==> src/rtl/regfile_wr_ctrl_if.sv <==
// regfile_wr_ctrl_if: write-request, register-bank and forwarding signals of the write-port controller
//   wr_valid/wr_ready/wr_addr/wr_data : pipeline write-back handshake
//   rf_hold                           : bank stall, blocks drain
//   wen_onehot/wen_data               : registered bank write enable and data
//   rd_addr1/2, fwd_hit1/2, fwd_data1/2 : read-port forwarding
//   busy                              : buffered or in-flight write present
interface regfile_wr_ctrl_if #(
   parameter int DATA_W = 64,
   parameter int ADDR_W = 5
);
   logic                 wr_valid;
   logic                 wr_ready;
   logic [ADDR_W-1:0]    wr_addr;
   logic [DATA_W-1:0]    wr_data;
   logic                 rf_hold;
   logic [2**ADDR_W-1:0] wen_onehot;
   logic [DATA_W-1:0]    wen_data;
   logic [ADDR_W-1:0]    rd_addr1;
   logic [ADDR_W-1:0]    rd_addr2;
   logic                 fwd_hit1;
   logic                 fwd_hit2;
   logic [DATA_W-1:0]    fwd_data1;
   logic [DATA_W-1:0]    fwd_data2;
   logic                 busy;
   modport master (
      output wr_valid, wr_addr, wr_data, rf_hold, rd_addr1, rd_addr2,
      input  wr_ready, wen_onehot, wen_data, fwd_hit1, fwd_hit2, fwd_data1, fwd_data2, busy
   );
   modport slave (
      input  wr_valid, wr_addr, wr_data, rf_hold, rd_addr1, rd_addr2,
      output wr_ready, wen_onehot, wen_data, fwd_hit1, fwd_hit2, fwd_data1, fwd_data2, busy
   );
endinterface

==> src/rtl/regfile_wr_ctrl.sv <==
// regfile_wr_ctrl: buffers register write-backs in a small FIFO, drains them as a one-hot bank write, forwards pending writes
//   clk   : rising-edge clock
//   reset : asynchronous active-low reset
//   bus   : regfile_wr_ctrl_if slave (handshake, bank write, forwarding, busy)
module regfile_wr_ctrl #(
   parameter int DATA_W   = 64,
   parameter int ADDR_W   = 5,
   parameter int DEPTH    = 2,
   parameter int ZERO_REG = 31
) (
   input logic clk,
   input logic reset,
   regfile_wr_ctrl_if.slave bus
);
   localparam int PW = $clog2(DEPTH);
   localparam int NR = 2**ADDR_W;
   logic [ADDR_W-1:0] addr_q [DEPTH];
   logic [DATA_W-1:0] data_q [DEPTH];
   logic [PW-1:0]     head, tail;
   logic [PW:0]       count;
   logic [NR-1:0]     wen_onehot;
   logic [DATA_W-1:0] wen_data;
   logic              push, pop;
   logic [ADDR_W-1:0] rd [2];
   logic [1:0]        hit;
   logic [DATA_W-1:0] fdat [2];
   assign bus.wr_ready = count != (PW+1)'(DEPTH);
   // zero-register writes are accepted but never stored
   assign push = bus.wr_valid && bus.wr_ready && bus.wr_addr != ADDR_W'(ZERO_REG);
   assign pop  = count != '0 && !bus.rf_hold;
   always_ff @(posedge clk)
      if (push) begin
         addr_q[tail] <= bus.wr_addr;
         data_q[tail] <= bus.wr_data;
      end
   always_ff @(posedge clk or negedge reset)
      if (!reset) begin
         head       <= '0;
         tail       <= '0;
         count      <= '0;
         wen_onehot <= '0;
         wen_data   <= '0;
      end else begin
         if (push) tail <= tail + 1'b1;
         if (pop) head <= head + 1'b1;
         count      <= count + (PW+1)'(push) - (PW+1)'(pop);
         wen_onehot <= pop ? NR'(1) << addr_q[head] : '0;
         if (pop) wen_data <= data_q[head];
      end
   assign rd[0] = bus.rd_addr1;
   assign rd[1] = bus.rd_addr2;
   // output stage is the oldest candidate; FIFO entries are scanned head-first so younger ones win
   always_comb begin
      for (int p = 0; p < 2; p++) begin
         hit[p]  = rd[p] != ADDR_W'(ZERO_REG) && wen_onehot[rd[p]];
         fdat[p] = wen_data;
         for (int i = 0; i < DEPTH; i++)
            if (i < int'(count) && addr_q[head + PW'(i)] == rd[p] && rd[p] != ADDR_W'(ZERO_REG)) begin
               hit[p]  = 1'b1;
               fdat[p] = data_q[head + PW'(i)];
            end
      end
   end
   assign bus.fwd_hit1   = hit[0];
   assign bus.fwd_hit2   = hit[1];
   assign bus.fwd_data1  = fdat[0];
   assign bus.fwd_data2  = fdat[1];
   assign bus.wen_onehot = wen_onehot;
   assign bus.wen_data   = wen_data;
   assign bus.busy       = count != '0 || wen_onehot != '0;
endmodule

==> src/flat_wrapper.sv <==
// flat-port wrapper written by rule: the top's interface ports become plain ports
module regfile_wr_ctrl_flat 
#(
   parameter int DATA_W   = 64,
   parameter int ADDR_W   = 5,
   parameter int DEPTH    = 2,
   parameter int ZERO_REG = 31
)
  (clk, reset, bus_wr_valid, bus_wr_addr, bus_wr_data, bus_rf_hold, bus_rd_addr1, bus_rd_addr2, bus_wr_ready, bus_wen_onehot, bus_wen_data, bus_fwd_hit1, bus_fwd_hit2, bus_fwd_data1, bus_fwd_data2, bus_busy);
  regfile_wr_ctrl_if #(.DATA_W(DATA_W), .ADDR_W(ADDR_W)) bus_i ();
  input logic clk;
  input logic reset;
  input wire logic [$bits(bus_i.wr_valid)-1:0] bus_wr_valid;
  input wire logic [$bits(bus_i.wr_addr)-1:0] bus_wr_addr;
  input wire logic [$bits(bus_i.wr_data)-1:0] bus_wr_data;
  input wire logic [$bits(bus_i.rf_hold)-1:0] bus_rf_hold;
  input wire logic [$bits(bus_i.rd_addr1)-1:0] bus_rd_addr1;
  input wire logic [$bits(bus_i.rd_addr2)-1:0] bus_rd_addr2;
  output wire logic [$bits(bus_i.wr_ready)-1:0] bus_wr_ready;
  output wire logic [$bits(bus_i.wen_onehot)-1:0] bus_wen_onehot;
  output wire logic [$bits(bus_i.wen_data)-1:0] bus_wen_data;
  output wire logic [$bits(bus_i.fwd_hit1)-1:0] bus_fwd_hit1;
  output wire logic [$bits(bus_i.fwd_hit2)-1:0] bus_fwd_hit2;
  output wire logic [$bits(bus_i.fwd_data1)-1:0] bus_fwd_data1;
  output wire logic [$bits(bus_i.fwd_data2)-1:0] bus_fwd_data2;
  output wire logic [$bits(bus_i.busy)-1:0] bus_busy;
  assign bus_i.wr_valid = bus_wr_valid;
  assign bus_i.wr_addr = bus_wr_addr;
  assign bus_i.wr_data = bus_wr_data;
  assign bus_i.rf_hold = bus_rf_hold;
  assign bus_i.rd_addr1 = bus_rd_addr1;
  assign bus_i.rd_addr2 = bus_rd_addr2;
  assign bus_wr_ready = bus_i.wr_ready;
  assign bus_wen_onehot = bus_i.wen_onehot;
  assign bus_wen_data = bus_i.wen_data;
  assign bus_fwd_hit1 = bus_i.fwd_hit1;
  assign bus_fwd_hit2 = bus_i.fwd_hit2;
  assign bus_fwd_data1 = bus_i.fwd_data1;
  assign bus_fwd_data2 = bus_i.fwd_data2;
  assign bus_busy = bus_i.busy;
  regfile_wr_ctrl #(.DATA_W(DATA_W), .ADDR_W(ADDR_W), .DEPTH(DEPTH), .ZERO_REG(ZERO_REG)) u_core (.clk(clk), .reset(reset), .bus(bus_i));
endmodule
==> config.mk <==
export PLATFORM = sky130hd
export DESIGN_NAME = regfile_wr_ctrl_flat
export DESIGN_NICKNAME = d
export VERILOG_FILES = /design/src/rtl/regfile_wr_ctrl_if.sv /design/src/rtl/regfile_wr_ctrl.sv /design/src/flat_wrapper.sv
export SDC_FILE = /design/constraint.sdc
export NUM_CORES = 1
export LEC_CHECK = 0
export ABC_AREA = 1
export CAP_MARGIN = 10
export CORE_UTILIZATION = 55
export DETAILED_ROUTE_END_ITERATION = 10
export DONT_BUFFER_PORTS = 1
export GPL_ROUTABILITY_DRIVEN = 0
export GPL_TIMING_DRIVEN = 0
export PLACE_DENSITY_LB_ADDON = 0.08
export REMOVE_ABC_BUFFERS = 1
export SETUP_SLACK_MARGIN = 0.4
export SLEW_MARGIN = 40
export SYNTH_ARGS = -nofsm -noshare
export SYNTH_HDL_FRONTEND = slang
export SYNTH_SLANG_ARGS = --single-unit
==> constraint.sdc <==
create_clock -name clk -period 5.5 [get_ports clk]
set_input_delay 0 -clock clk [delete_from_list [all_inputs] [get_ports clk]]
set_output_delay 0 -clock clk [all_outputs]
set_load 0.01 [all_outputs]
# == Word-level counts from Yosys, hierarchy flattened ==
# Memory sizes are Yosys's and may differ from the RTL's.
# Cells that the tools add are included.
# totals
ff_bits,100
ram_bits,138
input_bits,83
out_inout_bits,228
word_cells,56
n_memories,2
# memory_table
memory,words,word_bits,rd,rd_ports_with_merged_regs,write_ports,line,source
u_core.data_q,2,64,2,0,1,regfile_wr_ctrl.sv:18,logic [DATA_W-1:0] data_q [DEPTH];
u_core.addr_q,2,5,2,0,1,regfile_wr_ctrl.sv:17,logic [ADDR_W-1:0] addr_q [DEPTH];
# classes
n_addsub,4
order_cmp,4
eq_ne,8
n_shift,1
mux,15
reduce_logical,17
# op_table
cell,count
$mux 64,4
$mux 32,1
$reduce_bool 32->1,1
$shl 1x5->32 const A,1
$eq 5x5->1,4
$ne 5x5->1 const B,3
$logic_and 1x1->1,13
$lt 5x6->1 const B,2
$bmux 1 s5,2
$mux 1,8
$lt 1x2->1 const A,2
$add 1x1->1 const B,2
$add 2x1->2,1
$ne 2x2->1 const B,1
$reduce_bool 2->1,1
$sub 2x1->2,1
$logic_not 1->1,1
$logic_or 1x1->1,1

# == Longest topological paths before layout ==
# An unclocked memory read counts as a cell.
# depth
ltp_word,6
depth_mapped,14
mapped_depth_nobuf,11

# == Least setup slack after synthesis ==
# OpenSTA, ideal clock, no wires.
# synth_path
kind,register to register
from,register u_core.count[1]
to,"memory u_core.addr_q[1][0], enable pin"
setup_time_ps,498
t_arrival_ps,3651
required_time_ps,5002
setup_slack_ps,1351
path_stages_with_launch,6
path_buffers,0
period_less_slack_ps,4149
path_cell_list,dfrtp_1 inv_1 nor2_1 inv_1 nand3_1 nor2_1
# synth_between
elab_chain_len,5
# synth_lines
item,line,source
from (decl),regfile_wr_ctrl.sv:20,logic [PW:0] count;
from (signal assigned),regfile_wr_ctrl.sv:46,count <= count + (PW+1)'(push) - (PW+1)'(pop);
$ne 2x2->1,regfile_wr_ctrl.sv:27,assign bus.wr_ready = count != (PW+1)'(DEPTH);
named net bus_wr_ready,flat_wrapper.sv:19,output wire logic [$bits(bus_i.wr_ready)-1:0] bus_wr_ready;
$logic_and 1x1->1 (2 in a row),regfile_wr_ctrl.sv:29,assign push = bus.wr_valid && bus.wr_ready && bus.wr_addr != ADDR_W'(ZERO_REG);
$mux 1,regfile_wr_ctrl.sv:32,if (push) begin
$mux 1 (implied by the code),regfile_wr_ctrl.sv:33,addr_q[tail] <= bus.wr_addr;
to (decl),regfile_wr_ctrl.sv:17,
# The timed path passes the listed nets, and every way through them passes these cells.

# == Final worst setup path ==
# layout_path
from,register u_core.head
to,output bus_fwd_data1[43]
# layout_between
elab_chain_len,6
word_cells_on_any_way,11
cone_classes,1 x add/sub; 2 x eq/ne; 2 x mux; 4 x reduce/logical; 2 x memory
# layout_lines
item,line,source
from (decl),regfile_wr_ctrl.sv:19,"logic [PW-1:0] head, tail;"
from (signal assigned),regfile_wr_ctrl.sv:45,if (pop) head <= head + 1'b1;
$add 1x1->1 or $mem_v2 2x5 (tied branches),--,
$mem_v2 2x5 or $eq 5x5->1 (tied branches),--,
$eq 5x5->1 or $logic_and 1x1->1 (tied branches),regfile_wr_ctrl.sv:58,if (i < int'(count) && addr_q[head + PW'(i)] == rd[p] && rd[p] != ADDR_W'(ZERO_REG)) begin
$logic_and 1x1->1,regfile_wr_ctrl.sv:58,
$logic_and 1x1->1 or $mux 64 (tied branches),regfile_wr_ctrl.sv:58,
$mux 64 *,regfile_wr_ctrl.sv:58,
to (decl),flat_wrapper.sv:24,output wire logic [$bits(bus_i.fwd_data1)-1:0] bus_fwd_data1;
# Mark *: on every way between the ends. The rest lies on a longest branch, timed or not.

==> results.md <==
- Leakage power: approximately 7.6 nW
- Final WS setup: roughly 1.4 ns
- HP Class: in2reg
- Commonest non-fill, non-tap cell in the layout: nand2_1
- Cts repair resizes: 0
- Post-Syn Area: 0.0144 mm^2
- Period minus WS final: 4.13 ns
- DP HPWL: 29.8 mm
- I/O Pins: 311
- Area delta synth->final: 15.5%
- Slowest-stage cell, CP: nand3_4
- Top post-synthesis cells by area: edfxtp_1, nand2_1, dfrtp_1
- Die width: 164 um
- CTS tree: yes
- Vias: 13900
- FF-to-FF End: u_core.bus.wen_onehot[13]$_DFF_PN0_
- Syn avg cell area: 7.39 um^2
- Crit. End Element: output port
- Worst IR Drop VDD: 0.372 mV
- Slew @ Worst Pin: 0.717 ns
- Hold-fix buffers, CTS: 73
- WP data arrival: 4.13 ns
- Crit start category: register
- Post-synth EDFFs: ~140
- Clock buffer depth: 3
- CP Cell Sequence: buf_12, inv_4, nand2_1, nand2_1, nand2_1, nand2_1, nor2_4, nand3_4, buf_12, nand2_1, nand3_1, nand2_1
- Total routed wirelength: 46.6 mm
- Fin. Hold Viols: 0
- Crit Path Max Fanout: 48
- Die H: 164 um
- Flop and latch count out of synthesis: 238
- Maxcap violations: 0
- Overall routing resource usage: 34.2%
- Top_reg_cell synth: edfxtp_1
- Clk Latency, worst-skew pair: 0.56 ns
- Fmax: 0.242 GHz
- WHS Path Cells: 5
- Status: completed
- Core area: 0.0254 mm^2
- Final Cell Area: 0.0166 mm^2
- Largest net degree at the start of global routing: 101
- Hold Path Sink: u_core.tail$_DFFE_PN0N_
- Final core occ: 65.4%
- Setup CP Type: reg2out
- Post-synth cell types: 31
- Row cnt: 58
- First-pass GRT wire length: between 70 and 80 mm
- Max-slew headroom: 52.1%
- Clock-pin slew on the worst setup and hold paths: approximately 0.060 ns
- Layout cells sized above 1: 5.33%
- CP bufs+invs: 3
- Grt ovf: 0
- Starting DRC count in detailed routing: 1436
- Worst EP required: 5.50 ns
- CP peak stage delay: 0.62 ns
- Flop2flop setup slack: between 3 and 4 ns
- DRC Markers: 0
- PortBufs: 0
- Clock tree sinks: roughly 240
- CTS root buffer: clkbuf_16
- Pre-Repair DR Iteration Count: 6
- Synth warn: 0
- Vias in the first global route: 13000
- Pwr/cell area: slightly below 600 mW/mm^2
- Synth async-reset ratio: 42.0%
- Power consumption: 9.70 mW
- Final period util: 75.1%
- Post-CTS Setup Bufs: 0
- Die area: 0.0268 mm^2
- Critical path's top delay family: simple AND/OR/NAND/NOR gates
- Area leader, netlist: edfxtp_1
- R2R depth: 4
- CTS Buf Count: 28
- Vias per cell: slightly above 6
- Most used cell, CP: nand2_1
- Placed instance area: around 0.015 mm^2
- Final setup fails: 0
- Post-Syn Instances: 1946
- Hold wc startpoint: bus_wr_addr[2]
- Final antenna-violating net count: 0
- Launching point of the worst reg2reg path: u_core.count[1]$_DFF_PN0_
- Synth top area share: 28.8%
- CTS H-tree lvls: 1
- Initial Util: 56.6%
- Setup_tns: 0 ns
- Initial antenna violation count: 1
- Routed length per instance: 20.2 um
- Placement Setup Slack: between 2 and 2.5 ns
- Nets@finish: 2034
- Clock Skew: 0.0170 ns
- Unrepaired setup endpoints after global routing: no
- Sequential fraction of the synthesis area: 46.2%
- Final Slew Violations: 0
- Commonest cells after routing, fill and taps aside: nand2_1, nand3_1, o21ai_0
## Yosys cell counts, types with 2 or more instances
cell type / count
and3_1: 2
o21ai_1: 3
buf_1: 3
xor2_1: 2
a21oi_1: 6
inv_1: 158
buf_4: 6
nand2_2: 7
dfrtp_1: 100
buf_6: 30
ha_1: 2
clkbuf_1: 38
o21ai_0: 199
buf_2: 65
nor2_1: 68
edfxtp_1: 138
nand3_1: 334
inv_2: 2
nand2_1: 688
nand4_1: 76
clkinv_1: 4
nor4_1: 6
## through the flow
step,std cells,hold slack (ns)
floorplan,1804,-0.296
global placement,2134,-0.294
detailed placement,2176,-0.293
CTS,2301,0.0582
global route,2301,0.0818
finish,2302,0.0703
## worst register-to-register path, stage by stage, from the launching register on
cell,delay (ns)
dfrtp_1,0.42
nor2_1,0.16
nor2_1,0.56
nand3_1,0.71
nor2_1,0.31
## cells by family (layout without fill, tap and decap cells)
logic type               after synthesis  after routing  synth area share, %
buffers and inverters                307            332                 10.3
XOR/XNOR                               3              3                0.183
AO/OA/AOI/OAI                        208            208                 7.24
AND/OR/NAND/NOR                     1188           1188                 35.8
other                                  0              1                    0
flip-flops                           238            238                 46.2
adder cells (fa/ha/maj)                2              2                0.174
## layout make-up
cell class,instances,area (um^2)
fillers,2130,8800
flip-flops and latches,238,6650
multi-input cells,1401,6340
repair buffers,115,1690
clock buffers,44,811
inverters,165,632
well taps,330,413
clock inverters,8,70.1
diodes,1,2.50
## how the worst max path moves through the flow
stage,startpoint,to,slack [ns],depth (start not counted)
final,u_core.head$_DFFE_PN0P_,bus_fwd_data1[43],1.37,12
after global routing,u_core.head$_DFFE_PN0P_,bus_fwd_data1[43],1.14,12
after CTS,u_core.head$_DFFE_PN0P_,bus_fwd_data1[36],1.44,12
after detailed placement,u_core.head$_DFFE_PN0P_,bus_fwd_data1[36],2.03,12
after global placement,u_core.head$_DFFE_PN0P_,bus_fwd_data1[46],-10.68,10
after floorplan,u_core.head$_DFFE_PN0P_,bus_fwd_data1[0],-3.91,10
## power breakdown
| part | switching [mW] | total, mW | internal (mW) |
|---|---|---|---|
| sequential | 0.541 | 2.98 | 2.44 |
| clock | 0.742 | 1.79 | 1.05 |
| combinational | 3.49 | 4.93 | 1.44 |
## layer usage
metal	up-vias	track usage (%)	part of all wire [%]
met5	-	0	0
met4	0	14.8	3.7
met3	145	10.4	12
met2	861	55.5	47
met1	6470	42.0	37
li1	6451	-	-
## flip-flops by register name (all words and copies together), names as in the netlist
signal,flops
u_core.addr_q,10
u_core.bus.wen_data,64
u_core.bus.wen_onehot,32
u_core.count,2
u_core.data_q,128
u_core.head,1
u_core.tail,1
Power figures use the tool's default switching activity.
